`config.mk`:
```
export PLATFORM = sky130hd
export DESIGN_NAME = mem_port_arbiter
export DESIGN_NICKNAME = d
export VERILOG_FILES = /design/src/rtl/mem_port_arbiter_pkg.sv /design/src/rtl/mem_port_arbiter_wait.sv /design/src/rtl/mem_port_arbiter.sv
export SDC_FILE = /design/constraint.sdc
export NUM_CORES = 1
export LEC_CHECK = 0
export CAP_MARGIN = 30
export CORE_ASPECT_RATIO = 2
export CORE_MARGIN = 2
export CORE_UTILIZATION = 43
export DETAILED_ROUTE_END_ITERATION = 8
export PLACE_DENSITY = 0.81
export SLEW_MARGIN = 20
export SYNTH_ARGS = -nofsm -noshare
export SYNTH_HDL_FRONTEND = slang
export SYNTH_HIERARCHICAL = 1
export SYNTH_SLANG_ARGS = --single-unit
```
`constraint.sdc`:
```
create_clock -name real_clk -period 2.8 [get_ports real_clk]
set_clock_uncertainty 0.1 [all_clocks]
set_input_delay 0.84 -clock real_clk [delete_from_list [all_inputs] [get_ports real_clk]]
set_output_delay 0.84 -clock real_clk [all_outputs]
set_load 0.005 [all_outputs]
```
`src/rtl/mem_port_arbiter_pkg.sv`:
```
// Shared types for the unified memory-port arbiter: FSM states, port owner
// encoding and the round-robin pick between fetch and data requesters.
package mem_port_arbiter_pkg;

   localparam int DATA_W_DEF = 32;

   typedef enum logic [1:0] {
      ST_IDLE = 2'd0,
      ST_BUSY = 2'd1,
      ST_DONE = 2'd2
   } state_t;

   typedef enum logic {
      OWN_I = 1'b0,
      OWN_D = 1'b1
   } owner_t;

   // On a tie the port not served last wins.
   function automatic owner_t pick_owner(input logic fetch_req, input logic data_req,
                                         input owner_t last);
      owner_t pick;
      pick = OWN_I;
      if (fetch_req && data_req) begin
         pick = (last == OWN_D) ? OWN_I : OWN_D;
      end else if (data_req) begin
         pick = OWN_D;
      end
      return pick;
   endfunction

endpackage

```
`src/rtl/mem_port_arbiter_wait.sv`:
```
// Saturating wait counter: counts stalled BUSY cycles and flags the last
// allowed one so the arbiter can abort a hung access.
module wait_timer #(
   parameter int MAX_WAIT = 15
) (
   input  logic clk,
   input  logic rst_n,
   input  logic clear,
   input  logic enable,
   output logic expired
);

   localparam logic [7:0] LAST = 8'(MAX_WAIT - 1);

   logic [7:0] count;

   assign expired = (count == LAST);

   always_ff @(posedge clk or negedge rst_n) begin
      if (!rst_n) begin
         count <= '0;
      end else if (clear) begin
         count <= '0;
      end else if (enable && !expired) begin
         count <= count + 8'd1;
      end
   end

endmodule

```
`src/rtl/mem_port_arbiter.sv`:
```
// Arbitrates the single instruction/data memory port between fetch and data
// requesters, one transaction at a time, with a hung-memory timeout.
module mem_port_arbiter
   import mem_port_arbiter_pkg::*;
#(
   parameter int DATA_W   = DATA_W_DEF,
   parameter int MAX_WAIT = 15
) (
   input  logic              real_clk,
   input  logic              rst,
   input  logic              i_req,
   input  logic [DATA_W-1:0] i_addr,
   output logic              i_gnt,
   output logic              i_valid,
   output logic [DATA_W-1:0] i_rdata,
   input  logic              d_req,
   input  logic              d_we,
   input  logic [DATA_W-1:0] d_addr,
   input  logic [DATA_W-1:0] d_wdata,
   output logic              d_gnt,
   output logic              d_valid,
   output logic [DATA_W-1:0] d_rdata,
   output logic              mem_en,
   output logic              mem_we,
   output logic [DATA_W-1:0] mem_addr,
   output logic [DATA_W-1:0] mem_wdata,
   input  logic [DATA_W-1:0] mem_rdata,
   input  logic              mem_ready,
   output logic              timeout
);

   state_t            state;
   owner_t            owner;
   owner_t            last_owner;
   owner_t            pick;
   logic              expired;
   logic              timer_clear;
   logic              timer_en;
   logic [DATA_W-1:0] capture;

   assign pick        = pick_owner(i_req, d_req, last_owner);
   assign timer_en    = (state == ST_BUSY);
   assign timer_clear = (state != ST_BUSY) || mem_ready;

   wait_timer #(.MAX_WAIT(MAX_WAIT)) u_wait_timer (
      .clk     (real_clk),
      .rst_n   (rst),
      .clear   (timer_clear),
      .enable  (timer_en),
      .expired (expired)
   );

   // Writes and aborted accesses return zero instead of whatever is on the bus.
   always_comb begin
      capture = '0;
      if (mem_ready && !mem_we) begin
         capture = mem_rdata;
      end
   end

   always_ff @(posedge real_clk or negedge rst) begin
      if (!rst) begin
         state      <= ST_IDLE;
         owner      <= OWN_I;
         last_owner <= OWN_D;
         i_gnt      <= 1'b0;
         i_valid    <= 1'b0;
         i_rdata    <= '0;
         d_gnt      <= 1'b0;
         d_valid    <= 1'b0;
         d_rdata    <= '0;
         mem_en     <= 1'b0;
         mem_we     <= 1'b0;
         mem_addr   <= '0;
         mem_wdata  <= '0;
         timeout    <= 1'b0;
      end else begin
         i_gnt   <= 1'b0;
         d_gnt   <= 1'b0;
         i_valid <= 1'b0;
         d_valid <= 1'b0;
         timeout <= 1'b0;
         case (state)
            ST_IDLE: begin
               if (i_req || d_req) begin
                  owner  <= pick;
                  mem_en <= 1'b1;
                  state  <= ST_BUSY;
                  if (pick == OWN_I) begin
                     i_gnt     <= 1'b1;
                     mem_we    <= 1'b0;
                     mem_addr  <= i_addr;
                     mem_wdata <= '0;
                  end else begin
                     d_gnt     <= 1'b1;
                     mem_we    <= d_we;
                     mem_addr  <= d_addr;
                     mem_wdata <= d_wdata;
                  end
               end
            end
            ST_BUSY: begin
               if (mem_ready || expired) begin
                  mem_en  <= 1'b0;
                  mem_we  <= 1'b0;
                  timeout <= !mem_ready;
                  state   <= ST_DONE;
                  if (owner == OWN_I) begin
                     i_valid <= 1'b1;
                     i_rdata <= capture;
                  end else begin
                     d_valid <= 1'b1;
                     d_rdata <= capture;
                  end
               end
            end
            ST_DONE: begin
               last_owner <= owner;
               state      <= ST_IDLE;
            end
            default: begin
               state <= ST_IDLE;
            end
         endcase
      end
   end

endmodule

```
* After elaboration in Yosys (flattened, before gate mapping)
Index checks and enable logic that the tools add are counted.
** Storage, ports and cells
- Output and inout bits :: 135
- Register bits :: 147
- Bits of input ports :: 134
- Logic and storage cells :: 71
** Operators by class
- Reduce and logical (&&, ||, !) cells :: 17
- Equal/unequal tests :: 6
- Mux-type cells :: 31
- Add/sub/neg operators :: 1
- Bitwise operators :: 1
** Operator list (number)
- 32-bit 2-to-1 mux :: 3
- 1-bit 2-to-1 mux :: 21
- 8-bit 2-to-1 mux :: 2
- 3-bit AND reduction :: 3
- 8-bit by 1-bit adder with 8-bit output, second input constant :: 1
- 8-bit by 4-bit equality test with 1-bit output, second input constant :: 1
- 2-bit 2-to-1 mux :: 2
- 2-bit inequality test, second input constant :: 2
- 1-bit case mux with 2 select lines :: 2
- 2-bit case mux with 2 select lines :: 1
- 2-bit AND reduction :: 2
- 2-bit nonzero test :: 2
- 1-bit logical AND :: 3
- 1-bit logical NOT :: 3
- 1-bit logical OR :: 3
- 2-bit by 1-bit equality test with 1-bit output, second input constant :: 1
- 2-bit equality test, second input constant :: 1
- 2-bit logical NOT :: 1
- 2-bit by 1-bit inequality test with 1-bit output, second input constant :: 1
- 1-bit NOT :: 1

* Depth between registers and ports, before layout
Gate-level depths: netlist of the first run.
- Depth in word-level cells :: 5
- Depth in mapped cells :: 9
- Mapped depth without buffers :: 7

* Modules after synthesis
The synthesis of the first run kept the hierarchy.
** Modules (own cells, without submodules)
- mem_port_arbiter :: area each 5790.6 um2, seq. area each 3479.6 um2, instances 1, cells an instance 421
- wait_timer :: area each 484.2 um2, seq. area each 200.2 um2, instances 1, cells an instance 51

* Worst setup path before layout of the first run
No wires, ideal clock.
- Kind :: flip-flop to flip-flop
- Start point :: register u_wait_timer.count[0]
- End point :: register d_rdata[0]
- Data arrival time :: 1.949 ns
- Path buffers :: 2
- Cell stages (with the launch flop) :: 10
- Data required time :: 2.575 ns
- Slack :: 0.625 ns
- Period minus slack after synthesis :: 2.175 ns
- Library setup time :: 0.125 ns
- Cells stage by stage :: dfrtp_1 inv_1 ha_1 nor4b_4 and2_2 or2_0 and3_4 buf_6 buf_12 mux2_4
** On the way
- Cells in the longest elaborated chain, start to end :: 3
** Ends and longest elaborated chain
- start: declaration :: line mem_port_arbiter_wait.sv:15 : logic [7:0] count;
- start signal: assignment :: line mem_port_arbiter_wait.sv:25 : count <= count + 8'd1;
- 8-bit by 4-bit equality test with 1-bit output :: line mem_port_arbiter_wait.sv:17 : assign expired = (count == LAST);
- via expired :: line mem_port_arbiter.sv:36 : logic expired;
- 1-bit logical OR :: line mem_port_arbiter.sv:103 : if (mem_ready || expired) begin
- 3-bit AND reduction (no line)
- end signal: assignment :: line mem_port_arbiter.sv:113 : d_rdata <= capture;
- end: declaration :: line mem_port_arbiter.sv:22 : output logic [DATA_W-1:0] d_rdata,
The timed path passes the listed nets, and every way through them passes these cells.
A chain may end at the register's enable or synchronous reset.

* Worst setup path in the final report of the first run
- Start point :: register u_wait_timer.count[0]
- End point :: register d_rdata[17]
The elaborated chain is that of the path after synthesis.

==> impl.org, run 1 <==
** Pwr
- Power spread over the standard cell area amounts to 1020 mW/mm².
- In this run the static leakage power is 4.34 nW.
- Power, Total :: 9.93 mW
- Maximum VDD drop :: 0.619 mV

** Route
- Dividing the detail-routed wire length by the instance count gives 18.7 µm.
- Number of violations reported at the end of detailed-routing iteration 0 :: 263
- DRC violations left :: 0
- Number of vias per cell after detailed routing :: 5.22
- The pre-antenna-repair detailed-routing pass consisted of 5 iterations.
- The routed layout has 4931 vias.
- Post-DRT Antenna Nets :: 0
- Aggregate routed wire length :: 17600 µm

** Timing
- Setup slack closes at 0.436 ns.
- Worst rel slew slack :: 0.656
- Highest clock rate :: 0.423 GHz
- The count of pins over their slew limit was 0.
- Final cycle utilization of the critical path :: 0.844
- The smallest clock period supported by the final layout is computed as 2.36 ns.
- The final hold violation count is 0.
- Setup TNS Final :: 0 ns
- Setup violations remaining at the end of the flow were counted as 0.
- Slew @ Worst Pin :: 0.516 ns
- Setup repair after global routing missed its margin :: no

** Logic synthesis
- Dividing the synthesized area by the synthesized cell count gives 13.3 µm².
- The Yosys step of the flow raised 6 warnings.
- Number of enable-type register cells in the synthesized netlist :: 0
- Portion of synthesized cell area occupied by the leading cell type :: 0.582
- Share of async-settable or async-resettable flops after synthesis :: 1.00
- Library cell with the largest summed area after synthesis :: sky130_fd_sc_hd__dfrtp_1
- After synthesis the cells add up to 0.00627 mm².
- Dominant synthesized flop cell :: sky130_fd_sc_hd__dfrtp_1
- The number of nets in the synthesized netlist is 608.
- After synthesis the netlist holds a flip-flop and latch count of 147.
- Cells after Synth :: 472
- Sequential cell area fraction in the yosys report :: 0.586
- Number of library cell types mapped by synthesis :: 42
- Top area cells in the synthesized netlist :: sky130_fd_sc_hd__dfrtp_1 (58%), sky130_fd_sc_hd__mux2_4 (6.9%), sky130_fd_sc_hd__mux2_2 (6.8%)

** Critical path
- Together, buffers and inverters on the worst path number 2.
- Cell depth of the worst flop-to-flop path :: 8
- Critical path type :: flip-flop to flip-flop
- Cell breakdown of the critical path :: inv_1 > ha_1 > nor4b_4 > and2_2 > or2_0 > and3_4 > buf_12 > mux2_2
- STA classifies the critical path endpoint as a flip-flop.
- The worst setup path is launched from a flip-flop.
- In this run the critical register-to-register path is launched from u_wait_timer/count[0].
- Cell with the biggest individual delay on the critical path :: sky130_fd_sc_hd__dfrtp_1
- The largest single stage delay on the critical path is 0.42 ns.
- Of all nets on the critical path, the largest fanout is 18.
- Cell family with most CP delay :: simple AND/OR/NAND/NOR gates
- Crit Reg-Reg Endpoint :: d_rdata[17]
- In this run the register-to-register setup slack is 0.44 ns.
- Required arrival time at the worst endpoint :: 3.00 ns
- For the worst setup path, the data arrival time is 2.56 ns.

** Clock network
- CTS H-Tree Depth :: 4
- The number of gates resized after CTS was 0.
- Number of buffers added for setup after CTS :: 0
- Clock input transition at the sequential cells of the worst setup and hold paths :: 0.07 ns
- In this run the deepest clock path goes through 2 buffers.
- Number of buffers inserted for hold repair after clock tree synthesis :: 0
- Worst-Skew Late Latency :: 0.41 ns
- Counting the buffers created by CTS gives 17.
- The tree is rooted in a sky130_fd_sc_hd__clkbuf_16.
- TritonCTS clock tree :: built
- Clock Sink Count :: 147

** Die
- 269 I/O pins were placed.
- The floorplan step defined a die boundary enclosing 0.0156 mm².
- Core Rows :: 62
- For this configuration, the core starts out at a cell density of 0.437.
- Core area :: 0.0144 mm²
- Die boundary width :: 89.4 µm
- The die is 175 µm tall.

** Placement
- Final weighted congestion in routability-driven placement :: 0.800
- DP Worst Slack :: 0.286 ns
- Port Buf Inserts :: 268
- Detailed placement ended at an HPWL of 13100 µm.

** Min path
- The worst hold path belongs to the class primary input to asynchronous set/reset pin.

** Run
- Across the run, the number of max-cap violations was 0.

** Global routing
- Entering global routing, the biggest net connects 69 pins.
- The initial antenna violation count is 0.
- Global routing finished with a remaining overflow of 0.
- The via count of the first global-routing pass is 5333.
- First-pass GRT wire length :: 27500 µm
- In the global route stage, overall resource usage came out at 0.232.

** Run status
- Run status :: finished, final reports clean

** Finish
- Synth-to-Final Area Change :: 55.7%
- The top cell types in the final layout, fill and taps aside, are sky130_fd_sc_hd__clkdlybuf4s50_1 (267), sky130_fd_sc_hd__dfrtp_1 (146), sky130_fd_sc_hd__mux2_2 (38), sky130_fd_sc_hd__inv_1 (37), sky130_fd_sc_hd__nor3_1 (33).
- NumNets Final :: 875
- Commonest non-fill, non-tap cell in the layout :: sky130_fd_sc_hd__clkdlybuf4s50_1
- Fraction of final layout cells sized beyond drive strength 1 :: 0.166
- The number of antenna diodes in the final layout is 0.
layout make-up:
type / instances / area, µm²
sequential: 147 / 3680
timing repair buffer: 281 / 2870
fill: 1052 / 4580
clock inverter: 14 / 158
inverter: 38 / 143
tap: 192 / 240
clock buffer: 18 / 439
multi-input combinational: 254 / 2240
through the flow:
| stage | util | area [µm²] | instances | hold WS (ns) |
|---|---|---|---|---|
| 4_1_cts | 0.681 | 9770 | 944 | 0.259 |
| 2_1_floorplan | - | 6270 | 472 | 0.398 |
| 3_3_place_gp | 0.639 | 9170 | 912 | 0.390 |
| 6_report | 0.681 | 9770 | 944 | 0.237 |
| 3_5_place_dp | 0.639 | 9170 | 912 | 0.391 |
| 5_1_grt | 0.681 | 9770 | 944 | 0.261 |
synth_stat cells (2+ instances only):
| cell type | n |
|---|---|
| sky130_fd_sc_hd__and2_1 | 32 |
| sky130_fd_sc_hd__or3_1 | 2 |
| sky130_fd_sc_hd__o21ai_0 | 5 |
| sky130_fd_sc_hd__buf_12 | 3 |
| sky130_fd_sc_hd__nand2_1 | 5 |
| sky130_fd_sc_hd__nor2_1 | 8 |
| sky130_fd_sc_hd__mux2_2 | 38 |
| sky130_fd_sc_hd__clkbuf_1 | 11 |
| sky130_fd_sc_hd__a21oi_1 | 6 |
| sky130_fd_sc_hd__inv_1 | 37 |
| sky130_fd_sc_hd__buf_6 | 4 |
| sky130_fd_sc_hd__nor2b_1 | 5 |
| sky130_fd_sc_hd__mux2_4 | 29 |
| sky130_fd_sc_hd__dfrtp_1 | 146 |
| sky130_fd_sc_hd__buf_2 | 14 |
| sky130_fd_sc_hd__ha_1 | 2 |
| sky130_fd_sc_hd__nand3_1 | 2 |
| sky130_fd_sc_hd__a22o_1 | 32 |
| sky130_fd_sc_hd__nand4_1 | 2 |
| sky130_fd_sc_hd__nor3_1 | 33 |
| sky130_fd_sc_hd__mux2_1 | 2 |
| sky130_fd_sc_hd__a221o_1 | 32 |
| sky130_fd_sc_hd__nand2b_1 | 2 |
| sky130_fd_sc_hd__a21bo_2 | 2 |
power breakdown:
group,switching [mW],leakage [nW],internal [mW]
registers,0.583,1.90,3.00
clock network,1.03,0.295,1.23
logic,1.46,2.15,2.63
total,3.07,4.34,6.86
sequential cells by signal, indices dropped and copies added (netlist names):
| name | cells |
|---|---|
| mem_en | 1 |
| d_gnt | 1 |
| d_rdata | 32 |
| mem_wdata | 32 |
| i_gnt | 1 |
| i_rdata | 32 |
| mem_addr | 32 |
| last_owner | 1 |
| mem_we | 1 |
| owner | 1 |
| d_valid | 1 |
| u_wait_timer/count | 8 |
| i_valid | 1 |
| timeout | 1 |
| state | 2 |
how the worst max path moves through the flow:
stage                          start           to  cells after the start
2_1_floorplan  u_wait_timer/count[0]   d_rdata[0]                      9
3_3_place_gp               mem_ready  d_rdata[18]                      5
3_5_place_dp               mem_ready  d_rdata[18]                      5
4_1_cts        u_wait_timer/count[0]  d_rdata[17]                      8
5_1_grt        u_wait_timer/count[0]  d_rdata[17]                      8
6_report       u_wait_timer/count[0]  d_rdata[17]                      8
metal layers:
layer | track usage | vias up | part of all wire
met5 | 0 | - | 0
met3 | 0.0798 | 38 | 0.074
li1 | - | 2216 | -
met2 | 0.412 | 254 | 0.54
met4 | 0.0908 | 0 | 0.036
met1 | 0.241 | 2423 | 0.35
kinds of logic (layout without fill, tap and decap cells):
| logic type | Yosys count | after routing | share of synthesized area |
|---|---|---|---|
| DFF | 147 | 147 | 0.586 |
| AOI/OAI and AO/OA | 81 | 81 | 0.112 |
| adders and majority gates | 2 | 2 | 0.00399 |
| muxes | 69 | 69 | 0.141 |
| buffers and inverters | 71 | 351 | 0.0584 |
| and+or+nand+nor | 102 | 102 | 0.0975 |
Note: power is estimated with default switching activity, not from simulation.
==> run 2: changes to the inputs <==
==> constraint.sdc (replaced) <==
create_clock -name real_clk -period 2.2 [get_ports real_clk]
set_clock_uncertainty 0.1 [all_clocks]
set_input_delay 0.66 -clock real_clk [delete_from_list [all_inputs] [get_ports real_clk]]
set_output_delay 0.66 -clock real_clk [all_outputs]
set_load 0.005 [all_outputs]
==> run 2 against run 1 <==
Against the previous run: combinational power up 34%; sequential cell count unchanged; die area unchanged; largest power group unchanged; non-clock buffer count up 17.
==> impl.org, run 2 (synthesis gave the netlist of run 1 again) <==
** Route
- Number of search-and-repair iterations in the first detailed-routing pass :: 4 (-1)
- The routed length per instance is 18.5 µm (-0.94%).
- The DRC violation total after the first TritonRoute iteration was 208 (-21%).
- Post-DRT Antenna Nets :: 0 (unchanged)
- The via density per instance was 5.16 (-1.3%).
- Overall via count from detail_route :: 4955 (+0.49%)
- The total DRC errors in the routed layout is 0 (unchanged).
- The total length of routed wires was 17800 µm (+0.85%).

** Finish
- The total inserted antenna cells was 0 (unchanged).
- Fraction of final layout cells sized beyond drive strength 1 :: 0.187 (+0.0210)
- The summed area of non-filler cells in the final layout is 0.0100 mm² (+2.5%).
- The area growth from synthesis to layout is 59.6%.
- In the layout the commonest cells are sky130_fd_sc_hd__clkdlybuf4s50_1 (267), sky130_fd_sc_hd__dfrtp_1 (146), sky130_fd_sc_hd__inv_1 (36), sky130_fd_sc_hd__mux2_2 (35), sky130_fd_sc_hd__nor3_1 (33).
- Commonest non-fill, non-tap cell in the layout :: sky130_fd_sc_hd__clkdlybuf4s50_1
- The filler cell count in the final layout is 992 (-5.7%).
- The post-route non-filler standard cell count was 961 (+1.8%).
- NumNets Final :: 892 (+1.9%)

** Timing
- The minimum period implied by the final worst setup slack came to 2.17 ns (-0.197 ns).
- Setup repair after global routing could not meet its margin everywhere.
- Final max-slew violation count :: 0 (unchanged)
- The final hold violation count was 0 (unchanged).
- The slew at the pin closest to its max-slew limit is 0.392 ns (-0.124 ns).
- Final cycle utilization of the critical path :: 0.985 (+0.141)
- Worst rel slew slack :: 0.739 (+0.0825)
- The timing-limited maximum frequency was 0.462 GHz (+9.1%).
- The final setup violation count came to 0 (unchanged).

** Critical path
- Endpoint class of the critical path :: flip-flop
- The maximum net fanout on the critical path came to 8 (-10).
- The number of cells traversed by the worst register-to-register path came to 8 (unchanged).
- The worst reg-to-reg setup slack came to 0.03 ns (-0.40 ns).
- Data arrival time at the worst-slack endpoint :: 2.37 ns (-0.19 ns)
- Kind of start point of the critical path :: flip-flop
- Required arrival time at the worst endpoint :: 2.40 ns (-0.60 ns)
- Critical path type :: flip-flop to flip-flop

** Min path
- Type of the tightest min-delay check :: primary input to asynchronous set/reset pin

** Pwr
- The worst ir drop on vdd was 0.632 mV (+2.0%).
- Portion of total power attributed to the clock network :: 0.219 (-0.009)
- Sequential group share of total power :: 0.355 (-0.006)
- Fraction of power spent switching nets :: 0.301 (-0.00833)
- Static Leak :: 4.45 nW (+2.5%)
- The internal cell power was 8.96 mW (+31%).
- Power per cell area :: 1280 mW/mm² (+26%)
- The power share of the combinational group came to 0.426 (+0.015).
- The net switching component of the power was 3.86 mW (+26%).

** Die
- Vertical die dimension :: 175 µm (unchanged)
- The x dimension of the die was 89.4 µm (unchanged).
- The initial core utilization came to 0.437 (unchanged).
- The area of the die is 0.0156 mm² (unchanged).
- Core Rows :: 62 (unchanged)
- Number of top-level pins :: 269 (unchanged)
- Core area :: 0.0144 mm² (unchanged)

** Global routing
- Total global routing overflow :: 0 (unchanged)
- First-pass GRT wire length :: 27400 µm (-0.15%)
- The via count of the first global-routing pass was 5368 (+0.66%).
- The global-route usage over all layers came to 0.232 (about the same).
- Largest net degree at the start of global routing :: 71 (+2.9%)
- The initial antenna violation count is 0 (unchanged).

** Clock network
- The worst-case clock buffer depth is 2 (unchanged).
- CTS H-Tree Depth :: 4 (unchanged)
- Clock input transition at the sequential cells of the worst setup and hold paths :: 0.06 ns (about the same)
- The cell sitting at the root of the clock tree is a sky130_fd_sc_hd__clkbuf_16.
- The clock buffer count from CTS was 17 (unchanged).
- The source-to-sink clock delay at the later pin of the worst-skew pair is 0.42 ns (about the same).
- Clock Sink Count :: 147 (unchanged)
- TritonCTS clock tree :: built

** Placement
- The cell area reported after detailed placement came to 0.00933 mm² (+1.7%).
- Detailed placement HPWL :: 13100 µm (-0.16%)
- The global placement routability congestion is 0.802 (+0.30%).
- The number of buffers inserted by port buffering came to 268 (unchanged).
- The number of instances in the placed design came to 924 (+1.3%).

** Run
- The count of max-cap constraint violations is 0 (unchanged).

** Run status
- Run status :: finished, final reports clean
## run 2: routing by layer
metal	GRT usage	vias up	wire, µm	share of wire
met1	0.239	2399	6070	0.34
met2	0.397	261	9400	0.53
met4	0.110	0	773	0.043
met3	0.0907	48	1530	0.086
met5	0	-	0	0
li1	-	2247	-	-
## run 2: critical path: stages, from the launching register on
cell,delay (ns)
sky130_fd_sc_hd__dfrtp_1,0.39
sky130_fd_sc_hd__inv_2,0.08
sky130_fd_sc_hd__ha_4,0.12
sky130_fd_sc_hd__nor4b_4,0.21
sky130_fd_sc_hd__and2_4,0.21
sky130_fd_sc_hd__or2_1,0.12
sky130_fd_sc_hd__and3_4,0.30
sky130_fd_sc_hd__clkbuf_16,0.20
sky130_fd_sc_hd__mux2_4,0.31
## run 2: final timing paths
check | startpoint | to
max | u_wait_timer/count[0] | d_rdata[23]
min reg2reg | mem_wdata[21] | mem_wdata[21]
min | rst | d_gnt
max reg2reg | u_wait_timer/count[0] | d_rdata[23]
max in group asynchronous | rst | d_rdata[10]
min in group real_clk | mem_wdata[21] | mem_wdata[21]
## run 2: repair_timing
item,in CTS,in global routing
endpoints found under the setup margin,3,30
cloned,0,3
hold buffers,0,0
resized for setup,2,6
buffers inserted,0,2
pin swaps,0,3
## run 2: power by group through the flow
stage	Combinational (mW)	Clock [mW]	Sequential [mW]
detailed placement	5.42	0	4.56
floorplan	2.20	0	4.51
global placement	5.24	0	4.54
finish	5.46	2.80	4.56
global route	5.87	2.97	4.68
CTS	5.43	2.87	4.56
## run 2: area by class of cell
type	instances	area (µm²)	area share
multi-input cells	254	2270	0.226
repair buffers	298	3110	0.311
clock buffers	17	425	0.0425
inverters	38	143	0.0142
flip-flops and latches	147	3680	0.367
well taps	192	240	0.0240
clock inverters	15	149	0.0149
## run 2: metrics by stage
step	setup TNS, ns	worst slack [ns]	util	hold slack (ns)	power [mW]
global placement	-2.99	-0.105	0.650	0.388	9.77
floorplan	0	0.0254	-	0.264	6.71
CTS	0	0.0215	0.690	0.0259	12.9
global route	-0.613	-0.0433	0.698	0.0372	13.5
finish	0	0.0338	0.698	0.0304	12.8
detailed placement	-6.04	-0.163	0.650	0.390	9.98
==> run 3: changes to the inputs <==
--- a/config.mk
+++ b/config.mk
@@ -5,10 +5,12 @@
 export SDC_FILE = /design/constraint.sdc
 export NUM_CORES = 1
 export LEC_CHECK = 0
+export ABC_AREA = 0
 export CAP_MARGIN = 30
 export CORE_ASPECT_RATIO = 2
 export CORE_MARGIN = 2
 export CORE_UTILIZATION = 43
+export CTS_CLUSTER_SIZE = 20
 export DETAILED_ROUTE_END_ITERATION = 8
 export PLACE_DENSITY = 0.81
 export SLEW_MARGIN = 20
==> results of run 3 <==
Same layout as run 2: the final DEF is identical, and so are final timing and power.
